File: src/rtl/ualink_mac_lookup_if.sv
// AXI4-Stream beat bundle used on both sides of the ualink MAC lookup stage.
interface ualink_mac_lookup_if #(
  parameter int DATA_W = 64,
  parameter int USER_W = 128
) ();
  logic [DATA_W-1:0]   tdata;
  logic [DATA_W/8-1:0] tstrb;
  logic [USER_W-1:0]   tuser;
  logic                tlast;
  logic                tvalid;
  logic                tready;

  modport master (output tdata, tstrb, tuser, tlast, tvalid, input tready);
  modport slave  (input tdata, tstrb, tuser, tlast, tvalid, output tready);
endinterface

File: src/rtl/ualink_mac_lookup.sv
// Output-port lookup: learns source MAC -> port in a small CAM and writes tuser[31:24] on word0.
// Optional statistics counters are built only when MAC_LOOKUP_STATS_EN is defined.
module ualink_mac_lookup #(
  parameter int C_AXIS_DATA_WIDTH  = 64,
  parameter int C_AXIS_TUSER_WIDTH = 128,
  parameter int NUM_ENTRIES        = 4
) (
  input  logic                axi_aclk,
  input  logic                axi_resetn,
  ualink_mac_lookup_if.slave  s_axis,
  ualink_mac_lookup_if.master m_axis,
  output logic [31:0]         hit_count,
  output logic [31:0]         miss_count,
  output logic [31:0]         learn_count
);

  localparam int          IDX_W = (NUM_ENTRIES > 1) ? $clog2(NUM_ENTRIES) : 1;
  localparam logic [47:0] BCAST = 48'hFFFF_FFFF_FFFF;
  localparam logic [7:0]  FLOOD = 8'h55;

  typedef enum logic [1:0] {WORD0, WORD1, PAYLOAD} state_t;

  function automatic logic [7:0] flood_mask(input logic [7:0] src);
    return FLOOD & ~src;
  endfunction

  function automatic logic [7:0] filter_port(input logic [7:0] port, input logic [7:0] src);
    return (port == src) ? 8'h00 : port;
  endfunction

  state_t                          state_q, state_d;
  logic                            vld_p1;
  logic [C_AXIS_DATA_WIDTH-1:0]    tdata_p1;
  logic [C_AXIS_DATA_WIDTH/8-1:0]  tstrb_p1;
  logic [C_AXIS_TUSER_WIDTH-1:0]   tuser_p1;
  logic                            tlast_p1;

  logic [7:0]                      src_q;
  logic [15:0]                     mac_lo_q;
  logic [NUM_ENTRIES-1:0]          cam_vld;
  logic [47:0]                     cam_mac  [NUM_ENTRIES];
  logic [7:0]                      cam_port [NUM_ENTRIES];
  logic [IDX_W-1:0]                rp_q;

  logic                            s_ready, s_acc;
  logic                            lkp_acc, lrn_acc, lrn_wr;
  logic [47:0]                     dst_mac, src_mac;
  logic [7:0]                      src_in, lkp_port, dst_port;
  logic                            is_bcast, lkp_hit, lrn_hit;
  logic [IDX_W-1:0]                lrn_idx, lrn_widx, rp_next;
  logic [C_AXIS_TUSER_WIDTH-1:0]   tuser_p0;

  assign s_ready       = !vld_p1 || m_axis.tready;
  assign s_axis.tready = s_ready;
  assign s_acc         = s_axis.tvalid && s_ready;
  assign lkp_acc       = s_acc && (state_q == WORD0);
  assign lrn_acc       = s_acc && (state_q == WORD1);

  // Stage p0: header parse, CAM lookup on word0, CAM learn on word1
  always_ff @(posedge axi_aclk or negedge axi_resetn) begin
    if (!axi_resetn) state_q <= WORD0;
    else             state_q <= state_d;
  end

  always_comb begin
    state_d = state_q;
    if (s_acc) begin
      unique case (state_q)
        WORD0:   state_d = s_axis.tlast ? WORD0 : WORD1;
        WORD1:   state_d = s_axis.tlast ? WORD0 : PAYLOAD;
        PAYLOAD: state_d = s_axis.tlast ? WORD0 : PAYLOAD;
        default: state_d = WORD0;
      endcase
    end
  end

  assign dst_mac  = s_axis.tdata[47:0];
  assign src_in   = s_axis.tuser[23:16];
  assign is_bcast = (dst_mac == BCAST);

  always_comb begin
    lkp_hit  = 1'b0;
    lkp_port = 8'h00;
    for (int i = NUM_ENTRIES - 1; i >= 0; i--) begin
      if (cam_vld[i] && (cam_mac[i] == dst_mac)) begin
        lkp_hit  = 1'b1;
        lkp_port = cam_port[i];
      end
    end
  end

  always_comb begin
    dst_port = flood_mask(src_in);
    if (!is_bcast && lkp_hit) dst_port = filter_port(lkp_port, src_in);
  end

  always_comb begin
    tuser_p0 = s_axis.tuser;
    if (state_q == WORD0) tuser_p0[31:24] = dst_port;
  end

  always_ff @(posedge axi_aclk or negedge axi_resetn) begin
    if (!axi_resetn) begin
      src_q    <= 8'h00;
      mac_lo_q <= 16'h0000;
    end else if (lkp_acc) begin
      src_q    <= src_in;
      mac_lo_q <= s_axis.tdata[63:48];
    end
  end

  // Source MAC straddles word0/word1; the low half was captured on the word0 accept.
  assign src_mac = {s_axis.tdata[31:0], mac_lo_q};
  assign lrn_wr  = lrn_acc && !src_mac[40];

  always_comb begin
    lrn_hit = 1'b0;
    lrn_idx = '0;
    for (int i = NUM_ENTRIES - 1; i >= 0; i--) begin
      if (cam_vld[i] && (cam_mac[i] == src_mac)) begin
        lrn_hit = 1'b1;
        lrn_idx = IDX_W'(i);
      end
    end
  end

  assign lrn_widx = lrn_hit ? lrn_idx : rp_q;
  assign rp_next  = (rp_q == IDX_W'(NUM_ENTRIES - 1)) ? '0 : rp_q + 1'b1;

  always_ff @(posedge axi_aclk or negedge axi_resetn) begin
    if (!axi_resetn) begin
      cam_vld <= '0;
      rp_q    <= '0;
    end else if (lrn_wr) begin
      cam_vld[lrn_widx] <= 1'b1;
      if (!lrn_hit) rp_q <= rp_next;
    end
  end

  // Entry contents are qualified by cam_vld, so they need no reset.
  always_ff @(posedge axi_aclk) begin
    if (lrn_wr) begin
      cam_mac[lrn_widx]  <= src_mac;
      cam_port[lrn_widx] <= src_q;
    end
  end

  // Stage p1: output register slice
  always_ff @(posedge axi_aclk or negedge axi_resetn) begin
    if (!axi_resetn) begin
      vld_p1   <= 1'b0;
      tdata_p1 <= '0;
      tstrb_p1 <= '0;
      tuser_p1 <= '0;
      tlast_p1 <= 1'b0;
    end else if (s_acc) begin
      vld_p1   <= 1'b1;
      tdata_p1 <= s_axis.tdata;
      tstrb_p1 <= s_axis.tstrb;
      tuser_p1 <= tuser_p0;
      tlast_p1 <= s_axis.tlast;
    end else if (m_axis.tready) begin
      vld_p1   <= 1'b0;
    end
  end

  assign m_axis.tvalid = vld_p1;
  assign m_axis.tdata  = tdata_p1;
  assign m_axis.tstrb  = tstrb_p1;
  assign m_axis.tuser  = tuser_p1;
  assign m_axis.tlast  = tlast_p1;

`ifdef MAC_LOOKUP_STATS_EN
  logic        hit_evt, miss_evt, learn_evt;
  logic [31:0] hit_cnt_q, miss_cnt_q, learn_cnt_q;

  assign hit_evt   = lkp_acc && !is_bcast && lkp_hit;
  assign miss_evt  = lkp_acc && !is_bcast && !lkp_hit;
  assign learn_evt = lrn_wr && !lrn_hit;

  always_ff @(posedge axi_aclk or negedge axi_resetn) begin
    if (!axi_resetn) begin
      hit_cnt_q   <= 32'h0;
      miss_cnt_q  <= 32'h0;
      learn_cnt_q <= 32'h0;
    end else begin
      if (hit_evt)   hit_cnt_q   <= hit_cnt_q + 32'h1;
      if (miss_evt)  miss_cnt_q  <= miss_cnt_q + 32'h1;
      if (learn_evt) learn_cnt_q <= learn_cnt_q + 32'h1;
    end
  end

  assign hit_count   = hit_cnt_q;
  assign miss_count  = miss_cnt_q;
  assign learn_count = learn_cnt_q;
`else
  assign hit_count   = 32'h0;
  assign miss_count  = 32'h0;
  assign learn_count = 32'h0;
`endif

endmodule

File: src/flat_wrapper.sv
// flat-port wrapper written by rule: the top's interface ports become plain ports
module ualink_mac_lookup_flat 
#(
  parameter int C_AXIS_DATA_WIDTH  = 64,
  parameter int C_AXIS_TUSER_WIDTH = 128,
  parameter int NUM_ENTRIES        = 4
)
  (axi_aclk, axi_resetn, hit_count, miss_count, learn_count, s_axis_tdata, s_axis_tstrb, s_axis_tuser, s_axis_tlast, s_axis_tvalid, s_axis_tready, m_axis_tdata, m_axis_tstrb, m_axis_tuser, m_axis_tlast, m_axis_tvalid, m_axis_tready);
  ualink_mac_lookup_if #(.DATA_W(64), .USER_W(128)) s_axis_i ();
  ualink_mac_lookup_if #(.DATA_W(64), .USER_W(128)) m_axis_i ();
  input  logic axi_aclk;
  input  logic axi_resetn;
  output logic [31:0] hit_count;
  output logic [31:0] miss_count;
  output logic [31:0] learn_count;
  input wire logic [$bits(s_axis_i.tdata)-1:0] s_axis_tdata;
  input wire logic [$bits(s_axis_i.tstrb)-1:0] s_axis_tstrb;
  input wire logic [$bits(s_axis_i.tuser)-1:0] s_axis_tuser;
  input wire logic [$bits(s_axis_i.tlast)-1:0] s_axis_tlast;
  input wire logic [$bits(s_axis_i.tvalid)-1:0] s_axis_tvalid;
  output wire logic [$bits(s_axis_i.tready)-1:0] s_axis_tready;
  output wire logic [$bits(m_axis_i.tdata)-1:0] m_axis_tdata;
  output wire logic [$bits(m_axis_i.tstrb)-1:0] m_axis_tstrb;
  output wire logic [$bits(m_axis_i.tuser)-1:0] m_axis_tuser;
  output wire logic [$bits(m_axis_i.tlast)-1:0] m_axis_tlast;
  output wire logic [$bits(m_axis_i.tvalid)-1:0] m_axis_tvalid;
  input wire logic [$bits(m_axis_i.tready)-1:0] m_axis_tready;
  assign s_axis_i.tdata = s_axis_tdata;
  assign s_axis_i.tstrb = s_axis_tstrb;
  assign s_axis_i.tuser = s_axis_tuser;
  assign s_axis_i.tlast = s_axis_tlast;
  assign s_axis_i.tvalid = s_axis_tvalid;
  assign s_axis_tready = s_axis_i.tready;
  assign m_axis_tdata = m_axis_i.tdata;
  assign m_axis_tstrb = m_axis_i.tstrb;
  assign m_axis_tuser = m_axis_i.tuser;
  assign m_axis_tlast = m_axis_i.tlast;
  assign m_axis_tvalid = m_axis_i.tvalid;
  assign m_axis_i.tready = m_axis_tready;
  ualink_mac_lookup #(.C_AXIS_DATA_WIDTH(C_AXIS_DATA_WIDTH), .C_AXIS_TUSER_WIDTH(C_AXIS_TUSER_WIDTH), .NUM_ENTRIES(NUM_ENTRIES)) u_core (.axi_aclk(axi_aclk), .axi_resetn(axi_resetn), .s_axis(s_axis_i), .m_axis(m_axis_i), .hit_count(hit_count), .miss_count(miss_count), .learn_count(learn_count));
endmodule
File: config.mk
export PLATFORM = sky130hd
export DESIGN_NAME = ualink_mac_lookup_flat
export DESIGN_NICKNAME = d
export VERILOG_FILES = /design/src/rtl/ualink_mac_lookup_if.sv /design/src/rtl/ualink_mac_lookup.sv /design/src/flat_wrapper.sv
export SDC_FILE = /design/constraint.sdc
export NUM_CORES = 1
export LEC_CHECK = 0
export BUFFER_PORTS_ARGS = -buffer_cell sky130_fd_sc_hd__clkbuf_2
export CAP_MARGIN = 20
export CORE_MARGIN = 3
export CORE_UTILIZATION = 39
export DETAILED_ROUTE_END_ITERATION = 16
export MAX_ROUTING_LAYER = met4
export SYNTH_ARGS = -nofsm -noshare
export SYNTH_HDL_FRONTEND = slang
export SYNTH_SLANG_ARGS = --single-unit
File: constraint.sdc
create_clock -name axi_aclk -period 7.2 [get_ports axi_aclk]
set_input_delay 0.36 -clock axi_aclk [delete_from_list [all_inputs] [get_ports axi_aclk]]
set_output_delay 0.36 -clock axi_aclk [all_outputs]
set_load 0.03 [all_outputs]
==> metrics.md, run 1 <==
| Metric | Value |
|---|---|
| Status | `complete, no violations` |
| RSZ-0062 raised after global routing | `false` |
| Crit. End Element | `register` |
| GR Overflow Total | `0` |
| Die area | `60,600 um^2` |
| EDFF count, synth | `224` |
| Yosys top cell area share | `29.9%` |
| Sequential area share after synthesis | `56.0%` |
| Hold Vio Cnt, Final | `0` |
| Top cell type by total area after synthesis | `edfxtp_1` |
| Number of setup buffers added after CTS | `0` |
| F_max | `206 MHz` |
| Worst reg2reg path startpoint | `u_core.mac_lo_q[1]` |
| First drt pass iteration count | `8` |
| Syn avg cell area | `10.6 um^2` |
| Initial Utilization | `39.6%` |
| Worst slew margin | `35.8%` |
| Vias/cell | `5.33` |
| #FFs+latches synth | `458` |
| CP peak stage delay | `760 ps` |
| CTS tree | `built` |
| Area contributors post-synth | `edfxtp_1 (30%), dfrtp_1 (26%), nand2_1 (9.7%)` |
| CP cell instances | `xor2_1 > nor4_1 > nand4_1 > or4_1 > nand2b_1 > o21ai_0 > or2_2 > nor2_4 > buf_4` |
| CP max stage cell | `dfrtp_1` |
| Compound-Gate Fraction of Synth Area | `3.07%` |
| CTS Buf Count | `54` |
| Asr flop ratio synth | `51.1%` |
| Vias | `18,315` |
| Synthesized cell area | `22,500 um^2` |
| Post-Synth Simple-Gate Area | `19.1%` |
| First-pass GRT wire length | `126 mm` |
| Routed WL | `89.1 mm` |
| Setup TNS Final | `0 ps` |
| Synth warn | `0` |
| Arrival time worst endpoint | `5070 ps` |
| Global-route usage over all layers | `29.6%` |
| Max Fanout on Critical Path | `32` |
| Clock Latency Late Sink | `600 ps` |
| Initial antenna violation count | `0` |
| CP startpoint kind | `register` |
| Pin count of the biggest net entering global routing | `151` |
| Worst Reg-to-Reg Cells | `9` |
| Filler Cell Count | `5,169` |
| Data required, critical path | `7430 ps` |
| Final core occ | `49.7%` |
| Post-synth top cells | `nand2_1 (581), dfrtp_1 (234), edfxtp_1 (224)` |
| Critical path type | `reg2reg` |
| Capturing point of the worst reg2reg path | `u_core.cam_mac[3][36]` |
| Main synth FF type | `dfrtp_1` |
| Share of cells above drive strength 1 | `21.7%` |
| Worst-path clk slew | `60 ps` |
| Mux contribution to synthesized area | `1.28%` |
| Core area | `56,700 um^2` |
| Avg WL per Cell | `25.9 um` |
| Worst Setup SP | `u_core.mac_lo_q[1]` |
| Power density over the cells | `281 nW/um^2` |
| DP HPWL | `63.3 mm` |
| Root Driver | `clkbuf_16` |
| Max Cap Viol | `0` |
| Row count | `87` |
| GPL Wtd Cong | `0.988` |
| Adder-cell share of the synthesized area | `0.223%` |
| Final Max Tran Viols | `0` |
| Die X | `246 um` |
| Critical path depth in cells | `9` |
| DRC | `0` |
| Pwr Total | `7.92 mW` |
| Largest family of logic cells by synthesized area | `simple AND/OR/NAND/NOR gates` |
| Number of routed nets with antenna violations | `0` |
| Final min period | `4840 ps` |
| Synth Area in XOR/XNOR | `14.5%` |
| Yosys cell types | `66` |
| Count leader, synth | `nand2_1` |
| Clock Path Buffers | `3` |
| Final #Nets | `2,844` |
| Final period util | `67.3%` |
| Final Skew | `17.9 ps` |
| R2R setup slack | `2360 ps` |
| Clock Sink Count | `458` |
| Chip height | `246 um` |
| Max H-tree Level | `2` |
| Hold WC Path Type | `in2reg` |
| CP Capture Point | `u_core.cam_mac[3][36]` |
| Worst Tran Pin Value | `956 ps` |
| CP top delay family | `simple AND/OR/NAND/NOR gates` |
| Final setup fails | `0` |
| Vias in the first global route | `18,114` |
| WP buf/inv | `1` |
| Static Leak | `12.3 nW` |
| DRT iter0 DRCs | `1,532` |
| Gate Count Post-Synth | `2,120` |
| IO Pins | `504` |
| Synthesis-to-layout area growth | `25.2%` |
| Max IR drop VDD | `0.178 mV` |
| I/O Buffers | `407` |
==> worst register-to-register path, cell delays in order, from the launching register on <==
cell	delay [ps]
dfrtp_1	760
xor2_1	200
nor4_1	620
nand4_1	230
or4_1	670
nand2b_1	150
o21ai_0	160
or2_2	410
nor2_4	670
buf_4	580
==> cells in the final DEF (no fill, tap or decap), drive strengths merged, types with 10 or more instances in the layout <==
master,count
mux2,22
inv,32
or2,11
dfrtp,234
dlygate4sd3,138
buf,35
edfxtp,224
clkinv,15
nor2b,23
a21oi,14
nand2,581
nor3,19
nor4,79
clkbuf,483
xnor2,170
nand4,100
nand3,24
o21ai,39
conb,96
nor2,18
xor2,201
and2,10
==> worst min path at each step <==
stage | startpoint | to | slack, ps | cells past startpoint
after floorplan | axi_resetn | u_core.cam_vld[0] | 60 | 0
after global placement | axi_resetn | u_core.m_axis.tuser[97] | 400 | 1
after detailed placement | axi_resetn | u_core.m_axis.tuser[93] | 420 | 1
after CTS | s_axis_tuser[126] | u_core.m_axis.tuser[126] | 20 | 3
after global routing | s_axis_tuser[126] | u_core.m_axis.tuser[126] | 30 | 3
final | s_axis_tuser[126] | u_core.m_axis.tuser[126] | 60 | 3
==> power breakdown <==
| part | switching [mW] | leakage [nW] | internal (mW) |
|---|---|---|---|
| sequential | 0.342 | 4.88 | 3.09 |
| clock | 1.13 | 0.910 | 1.66 |
| combinational | 1.18 | 6.49 | 0.531 |
| total | 2.65 | 12.3 | 5.27 |
==> flip-flops by register name, indices dropped and copies added, names as in the netlist <==
register	cells
u_core.cam_mac	192
u_core.cam_port	32
u_core.cam_vld	4
u_core.m_axis.tdata	64
u_core.m_axis.tlast	1
u_core.m_axis.tstrb	8
u_core.m_axis.tuser	128
u_core.m_axis.tvalid	1
u_core.mac_lo_q	16
u_core.rp_q	2
u_core.src_q	8
u_core.state_q	2
==> routing by layer <==
layer / wire length [um] / track usage [%]
met5: 0 / -
met4: 3070 / 9.53
met3: 6930 / 5.07
met2: 42000 / 46.5
met1: 37100 / 39.0
==> cell type report <==
cell class	instances	area, um^2	area share (%)
Inverter	28	105	0.373
Tap cell	756	946	3.36
Sequential cell	458	12600	44.7
Clock buffer	77	1640	5.83
Multi-Input combinational cell	1514	8990	31.9
Clock inverter	22	175	0.622
Timing Repair Buffer	579	3720	13.2
Antenna cell	1	2.50	0.00889
==> stage by stage <==
step,instances,cell area (um^2),setup WS [ps],hold WS [ps]
floorplan,2215,22800,1720,64.4
global placement,3196,24900,2420,400
detailed placement,3196,24900,2320,419
CTS,3433,28100,2420,18.2
global route,3434,28200,2180,30.9
finish,3435,28200,2360,59.0
==> cells by family after synthesis <==
| logic type | Yosys count |
|---|---|
| DFF | 458 |
| other | 1 |
| xor gates and xnor gates | 371 |
| and+or+nand+nor | 914 |
| muxes | 26 |
| adders and majority gates | 4 |
| buffers and inverters | 243 |
| AOI/OAI and AO/OA | 103 |
==> timing repair <==
action                     in CTS  in global routing
setup endpoints to repair       0                  0
gates resized for setup         0                  0
hold endpoints to repair      232                  0
hold buffers                  138                  0
Note: power is estimated with default switching activity, not from simulation.
==> run 2: changes to the inputs <==
==> constraint.sdc (replaced) <==
create_clock -name axi_aclk -period 4.9 [get_ports axi_aclk]
set_input_delay 0.245 -clock axi_aclk [delete_from_list [all_inputs] [get_ports axi_aclk]]
set_output_delay 0.245 -clock axi_aclk [all_outputs]
set_load 0.03 [all_outputs]
==> run 2 against run 1 <==
Design area grew 0.12%; hold slack lost 25 ps; combinational power grew 41%; largest power group unchanged.
==> metrics.md, run 2 (same netlist as run 1, synthesis figures left out) <==
| Metric | Value |
|---|---|
| Non-Filler Instances | `3,441 (+0.17%)` |
| Root Driver | `clkbuf_16` |
| DRT iter0 DRCs | `1,776 (+16%)` |
| Clock Latency Late Sink | `620 ps (+20 ps)` |
| Die X | `246 um (unchanged)` |
| Final #Nets | `2,851 (+0.25%)` |
| CTS resizes | `0 (unchanged)` |
| Vias/cell | `5.24 (-1.7%)` |
| Psw | `3.84 mW (+45%)` |
| Hold WC Path Type | `in2reg` |
| Seq pwr share | `44.2% (+0.9 points)` |
| Arrival time worst endpoint | `4330 ps (-740 ps)` |
| CTS Buf Count | `53 (-1.9%)` |
| Commonest non-fill, non-tap cells in the layout | `nand2_1 (580), clkbuf_2 (406), dfrtp_1 (234)` |
| Worst Setup SP | `u_core.mac_lo_q[3]` |
| Crit. End Element | `register` |
| GPL Wtd Cong | `0.969 (-2.0%)` |
| Setup TNS Final | `0 ps (unchanged)` |
| Worst Reg-to-Reg Cells | `9 (unchanged)` |
| RSZ-0062 raised after global routing | `false` |
| CTS tree | `built` |
| CP Capture Point | `u_core.cam_mac[1][10]` |
| Final min period | `4050 ps (-797 ps)` |
| Pin count of the biggest net entering global routing | `151 (unchanged)` |
| DRC | `0 (unchanged)` |
| Die area | `60,600 um^2 (unchanged)` |
| Static Leak | `12.3 nW (about the same)` |
| Logic pwr share | `21.0% (-0.5 points)` |
| Avg WL per Cell | `24.4 um (-6.0%)` |
| First-pass GRT wire length | `120 mm (-4.9%)` |
| Worst reg2reg path startpoint | `u_core.mac_lo_q[3]` |
| Initial antenna violation count | `0 (unchanged)` |
| Antenna cell count | `0 (-1)` |
| Max Cap Viol | `0 (unchanged)` |
| Row count | `87 (unchanged)` |
| GR Overflow Total | `0 (unchanged)` |
| Max Fanout on Critical Path | `24 (-25%)` |
| Pre-CTS setup slack | `781 ps (-1540 ps)` |
| Worst Tran Pin Value | `1040 ps (+84.0 ps)` |
| Final Skew | `26.2 ps (+8.34 ps)` |
| Worst-path clk slew | `60 ps (about the same)` |
| Worst slew margin | `30.7% (-5.1 points)` |
| Max H-tree Level | `2 (unchanged)` |
| Final Max Tran Viols | `0 (unchanged)` |
| Vias | `18,026 (-1.6%)` |
| Global-route usage over all layers | `27.7% (-1.8 points)` |
| Sw frac | `33.5% (+0.067 points)` |
| Max IR drop VDD | `0.243 mV (+36%)` |
| DP HPWL | `58.5 mm (-7.7%)` |
| Clock Path Buffers | `3 (unchanged)` |
| IO Pins | `504 (unchanged)` |
| Final setup fails | `0 (unchanged)` |
| Number of routed nets with antenna violations | `0 (unchanged)` |
| Final period util | `82.6% (+15 points)` |
| Largest register FFs | `192 (unchanged)` |
| R2R setup slack | `850 ps (-1500 ps)` |
| Clock Sink Count | `458 (unchanged)` |
| Vias in the first global route | `17,735 (-2.1%)` |
| Power density over the cells | `407 nW/um^2 (+45%)` |
| Data required, critical path | `5180 ps (-2250 ps)` |
| Synthesis-to-layout area growth | `25.4%` |
| Internal | `7.64 mW (+45%)` |
| Share of cells above drive strength 1 | `21.5% (-0.13 points)` |
| Clk pwr share | `34.8% (-0.4 points)` |
| F_max | `247 MHz (+20%)` |
| CP startpoint kind | `register` |
| Hold Vio Cnt, Final | `0 (unchanged)` |
| First drt pass iteration count | `6 (-2)` |
| Capturing point of the worst reg2reg path | `u_core.cam_mac[1][10]` |
| I/O Buffers | `407 (unchanged)` |
| Core area | `56,700 um^2 (unchanged)` |
| Routed WL | `83.9 mm (-5.9%)` |
| Status | `complete, no violations` |
| Critical path type | `reg2reg` |
| Dpl cells | `3,199 (+0.094%)` |
| Initial Utilization | `39.6% (unchanged)` |
| Most flops, register | `u_core.cam_mac` |
| Min setup slack post-route | `853 ps (-1500 ps)` |
| Final core occ | `49.7% (+0.060 points)` |
| Chip height | `246 um (unchanged)` |
| Most common cell after layout, fill and taps aside | `nand2_1` |
[run 2: changes by cell type in the layout (fill, tap and decap cells not counted), sizes merged]
cell	delta
diode	-1
inv	+1
clkinv	+1
buf	+2
dlygate4sd3	+6
clkbuf	-3
[run 2: final cells by class]
| type | count | area [um^2] |
|---|---|---|
| clock buffers | 74 | 1560 |
| flip-flops and latches | 458 | 12600 |
| well taps | 756 | 946 |
| inverters | 28 | 105 |
| fillers | 5113 | 28500 |
| repair buffers | 587 | 3820 |
| clock inverters | 24 | 188 |
| multi-input cells | 1514 | 8990 |
[run 2: worst min path at each step]
| stage | from | endpoint | slack [ps] | depth (start not counted) |
|---|---|---|---|---|
| after detailed placement | axi_resetn | u_core.m_axis.tdata[25] | 300 | 1 |
| after CTS | s_axis_tuser[18] | u_core.m_axis.tuser[18] | 2 | 3 |
| after global routing | s_axis_tuser[16] | u_core.m_axis.tuser[16] | 40 | 3 |
| after global placement | axi_resetn | u_core.m_axis.tuser[38] | 300 | 1 |
| after floorplan | axi_resetn | u_core.cam_vld[0] | -50 | 0 |
| final | s_axis_tuser[18] | u_core.m_axis.tuser[18] | 30 | 3 |
[run 2: routing by layer]
metal  vias up  global-route usage [%]  share of wire (%)
li1       8051                       -                  -
met1      8846                    36.6                 41
met2       948                    43.5                 46
met3       181                    4.44                8.4
met4         0                    9.74                3.7
met5         -                       -                  0
[run 2: timing repair]
action                    in CTS  in global routing
buffers inserted               0                  0
hold buffers                 144                  0
hold endpoints to repair     246                  0
[run 2: power groups by stage]
stage | combinational [mW] | sequential (mW) | clock, mW
final | 2.41 | 5.07 | 4.00
after global routing | 2.57 | 5.10 | 4.24
after CTS | 2.41 | 5.05 | 4.09
after detailed placement | 2.31 | 5.13 | 0
after global placement | 2.31 | 5.10 | 0
after floorplan | 1.13 | 5.30 | 0
[run 2: metrics by stage]
step                      hold slack, ps  area, um^2  total power, mW
final                               33.9       28200             11.5
after global routing                37.6       28200             11.9
after CTS                           1.68       28200             11.6
after detailed placement             298       25000             7.43
after global placement               299       25000             7.41
after floorplan                    -50.6       22900             6.42
[run 2: worst max-delay path, cell delays in order, from the launching register on]
cell      delay [ps]
dfrtp_1          910
xor2_1           150
nor4_1           330
nand3_1          130
or4_1            650
and2_1           240
o21ai_0          170
nand2b_1         240
nor2_4           480
buf_4            410
==> run 3: changes to the inputs <==
==> constraint.sdc (replaced) <==
create_clock -name axi_aclk -period 3.6 [get_ports axi_aclk]
set_input_delay 0.18 -clock axi_aclk [delete_from_list [all_inputs] [get_ports axi_aclk]]
set_output_delay 0.18 -clock axi_aclk [all_outputs]
set_load 0.03 [all_outputs]
==> run 3 against run 2 <==
Design area grew 6.6%; clock power up 32%; sequential share of layout area shrank 2.8 points; first-iteration DRC count rose by 8.2%; critical path depth up 2; routed wire length grew 5.7%; sequential cell count is the same; register-to-register slack worse by 830 ps; largest power group unchanged.
==> metrics.md, run 3 (same netlist as run 1, synthesis figures left out) <==
| Metric | Value |
|---|---|
| Placement Cell Area | `26,600 um^2 (+6.3%)` |
| Core area | `56,700 um^2 (unchanged)` |
| Critical path type | `reg2reg` |
| Number of routed nets with antenna violations | `0 (unchanged)` |
| Final period util | `99.3% (+17 points)` |
| Initial antenna violation count | `0 (unchanged)` |
| Vias/cell | `5.26 (+0.32%)` |
| Arrival time worst endpoint | `3860 ps (-470 ps)` |
| DRC | `0 (unchanged)` |
| I/O Buffers | `407 (unchanged)` |
| Worst slew margin | `37.0% (+6.3 points)` |
| Die X | `246 um (unchanged)` |
| Avg WL per Cell | `24.4 um (+0.27%)` |
| Row count | `87 (unchanged)` |
| Chip height | `246 um (unchanged)` |
| Pwr Total | `16.0 mW (+39%)` |
| Crit. End Element | `register` |
| Max Fanout on Critical Path | `18 (-25%)` |
| Final instance area | `30,100 um^2 (+6.6%)` |
| Most common cell after layout, fill and taps aside | `nand2_1` |
| DP HPWL | `65.9 mm (+13%)` |
| Root Driver | `clkbuf_16` |
| Worst Tran Pin Value | `944 ps (-95.2 ps)` |
| Routed WL | `88.7 mm (+5.7%)` |
| CTS Buf Count | `52 (-1.9%)` |
| Hold Vio Cnt, Final | `0 (unchanged)` |
| Min setup slack post-route | `26.7 ps (-826 ps)` |
| Max H-tree Level | `2 (unchanged)` |
| Vias | `19,067 (+5.8%)` |
| First-pass GRT wire length | `126 mm (+5.1%)` |
| Power density over the cells | `532 nW/um^2 (+31%)` |
| Worst-path clk slew | `60 ps (about the same)` |
| Static Leak | `13.3 nW (+8.2%)` |
| Clock Latency Late Sink | `610 ps (about the same)` |
| Final #Nets | `3,039 (+6.6%)` |
| Setup TNS Final | `0 ps (unchanged)` |
| Hold WC Path Type | `in2reg` |
| Max Cap Viol | `0 (unchanged)` |
| Status | `complete, no violations` |
| Vias in the first global route | `18,605 (+4.9%)` |
| Synthesis-to-layout area growth | `33.6%` |
| Final setup fails | `0 (unchanged)` |
| F_max | `280 MHz (+13%)` |
| GPL Wtd Cong | `0.969 (about the same)` |
| CTS tree | `built` |
| Clock Sink Count | `458 (unchanged)` |
| Pre-CTS setup slack | `-47.4 ps (-828 ps)` |
| Global-route usage over all layers | `29.3% (+1.6 points)` |
| Antenna cell count | `0 (unchanged)` |
| Clock Path Buffers | `3 (unchanged)` |
| Max IR drop VDD | `0.358 mV (+48%)` |
| GR Overflow Total | `0 (unchanged)` |
| Die area | `60,600 um^2 (unchanged)` |
| Largest register FFs | `192 (unchanged)` |
| Final core occ | `53.0% (+3.3 points)` |
| Most flops, register | `u_core.cam_mac` |
| Initial Utilization | `39.6% (unchanged)` |
| Data required, critical path | `3890 ps (-1290 ps)` |
| IO Pins | `504 (unchanged)` |
| Final Skew | `31.8 ps (+5.60 ps)` |
| Pin count of the biggest net entering global routing | `179 (+19%)` |
| CP startpoint kind | `register` |
| Share of cells above drive strength 1 | `25.7% (+4.2 points)` |
| Final min period | `3570 ps (-474 ps)` |
| First drt pass iteration count | `7 (+1)` |
| Final Max Tran Viols | `0 (unchanged)` |
| DRT iter0 DRCs | `1,922 (+8.2%)` |
| Commonest non-fill, non-tap cells in the layout | `nand2_1 (580), clkbuf_2 (406), dfrtp_1 (233)` |
## run 3: cell types whose count changed in the layout (fill, tap and decap cells not counted), moves of 2 or more
cell / before / now
dlygate4sd3_1: 144 / 170
a2111oi_1: 0 / 2
clkbuf_1: 11 / 14
a2111oi_0: 5 / 3
clkbuf_16: 58 / 55
buf_4: 31 / 162
inv_4: 4 / 2
clkbuf_8: 5 / 9
nor4_2: 1 / 3
buf_12: 5 / 36
nor4_1: 76 / 74
clkinv_4: 2 / 0
## run 3: metal layers
metal	vias to the layer above	part of all wire, %	global-route usage, %
met4	0	3.8	9.73
met2	1028	46	45.9
met1	9427	41	39.1
met3	166	8.4	4.57
met5	-	0	-
li1	8446	-	-
## run 3: path summary, 6_finish.rpt
| path | from | end | slack [ps] | cells after the start |
|---|---|---|---|---|
| min | s_axis_tdata[19] | u_core.cam_mac[3][35] | 30 | 1 |
| min in group asynchronous | axi_resetn | u_core.m_axis.tuser[99] | 170 | 2 |
| min reg2reg | u_core.m_axis.tuser[74] | u_core.m_axis.tuser[74] | 470 | 2 |
| max in group asynchronous | axi_resetn | u_core.m_axis.tdata[10] | 2440 | 3 |
| max reg2reg | u_core.mac_lo_q[5] | u_core.cam_mac[0][34] | 30 | 11 |
| max | u_core.mac_lo_q[5] | u_core.cam_mac[0][34] | 30 | 11 |
## run 3: area by class of cell
type	instances	area [um^2]
Multi-Input combinational cell	1514	9010
Inverter	28	105
Tap cell	756	946
Sequential cell	458	12600
Clock buffer	78	1550
Clock inverter	18	140
Fill cell	4987	26700
Timing Repair Buffer	776	5710
## run 3: timing repair
action | CTS | global route
pin swaps | 0 | 1
gates resized for setup | 0 | 6
gates cloned | 0 | 0
hold buffers | 170 | 0
setup buffers | 1 | 2
endpoints found under the setup margin | 47 | 119
hold endpoints to repair | 281 | 0
## run 3: report_power, final
part / switching [mW] / total [mW] / leakage [nW] / internal (mW)
Clock: 2.19 / 5.30 / 0.846 / 3.11
Sequential: 0.613 / 6.78 / 4.87 / 6.17
Combinational: 2.50 / 3.90 / 7.57 / 1.40
## run 3: critical path, cell delays in order (launching register included)
cell      delay (ps)
dfrtp_1          550
buf_4            240
xor2_1           170
nor4_1           290
nand3_1          180
or4_1            700
and2_1           240
o21ai_0          120
nand2b_1         230
a21oi_4          210
buf_12           160
buf_12           180
## run 3: through the flow
stage / cells / hold slack (ps)
2_1_floorplan: 2215 / -116
6_report: 3628 / 32.5
3_5_place_dp: 3358 / 226
4_1_cts: 3625 / 3.61
5_1_grt: 3628 / 26.7
3_3_place_gp: 3358 / 213
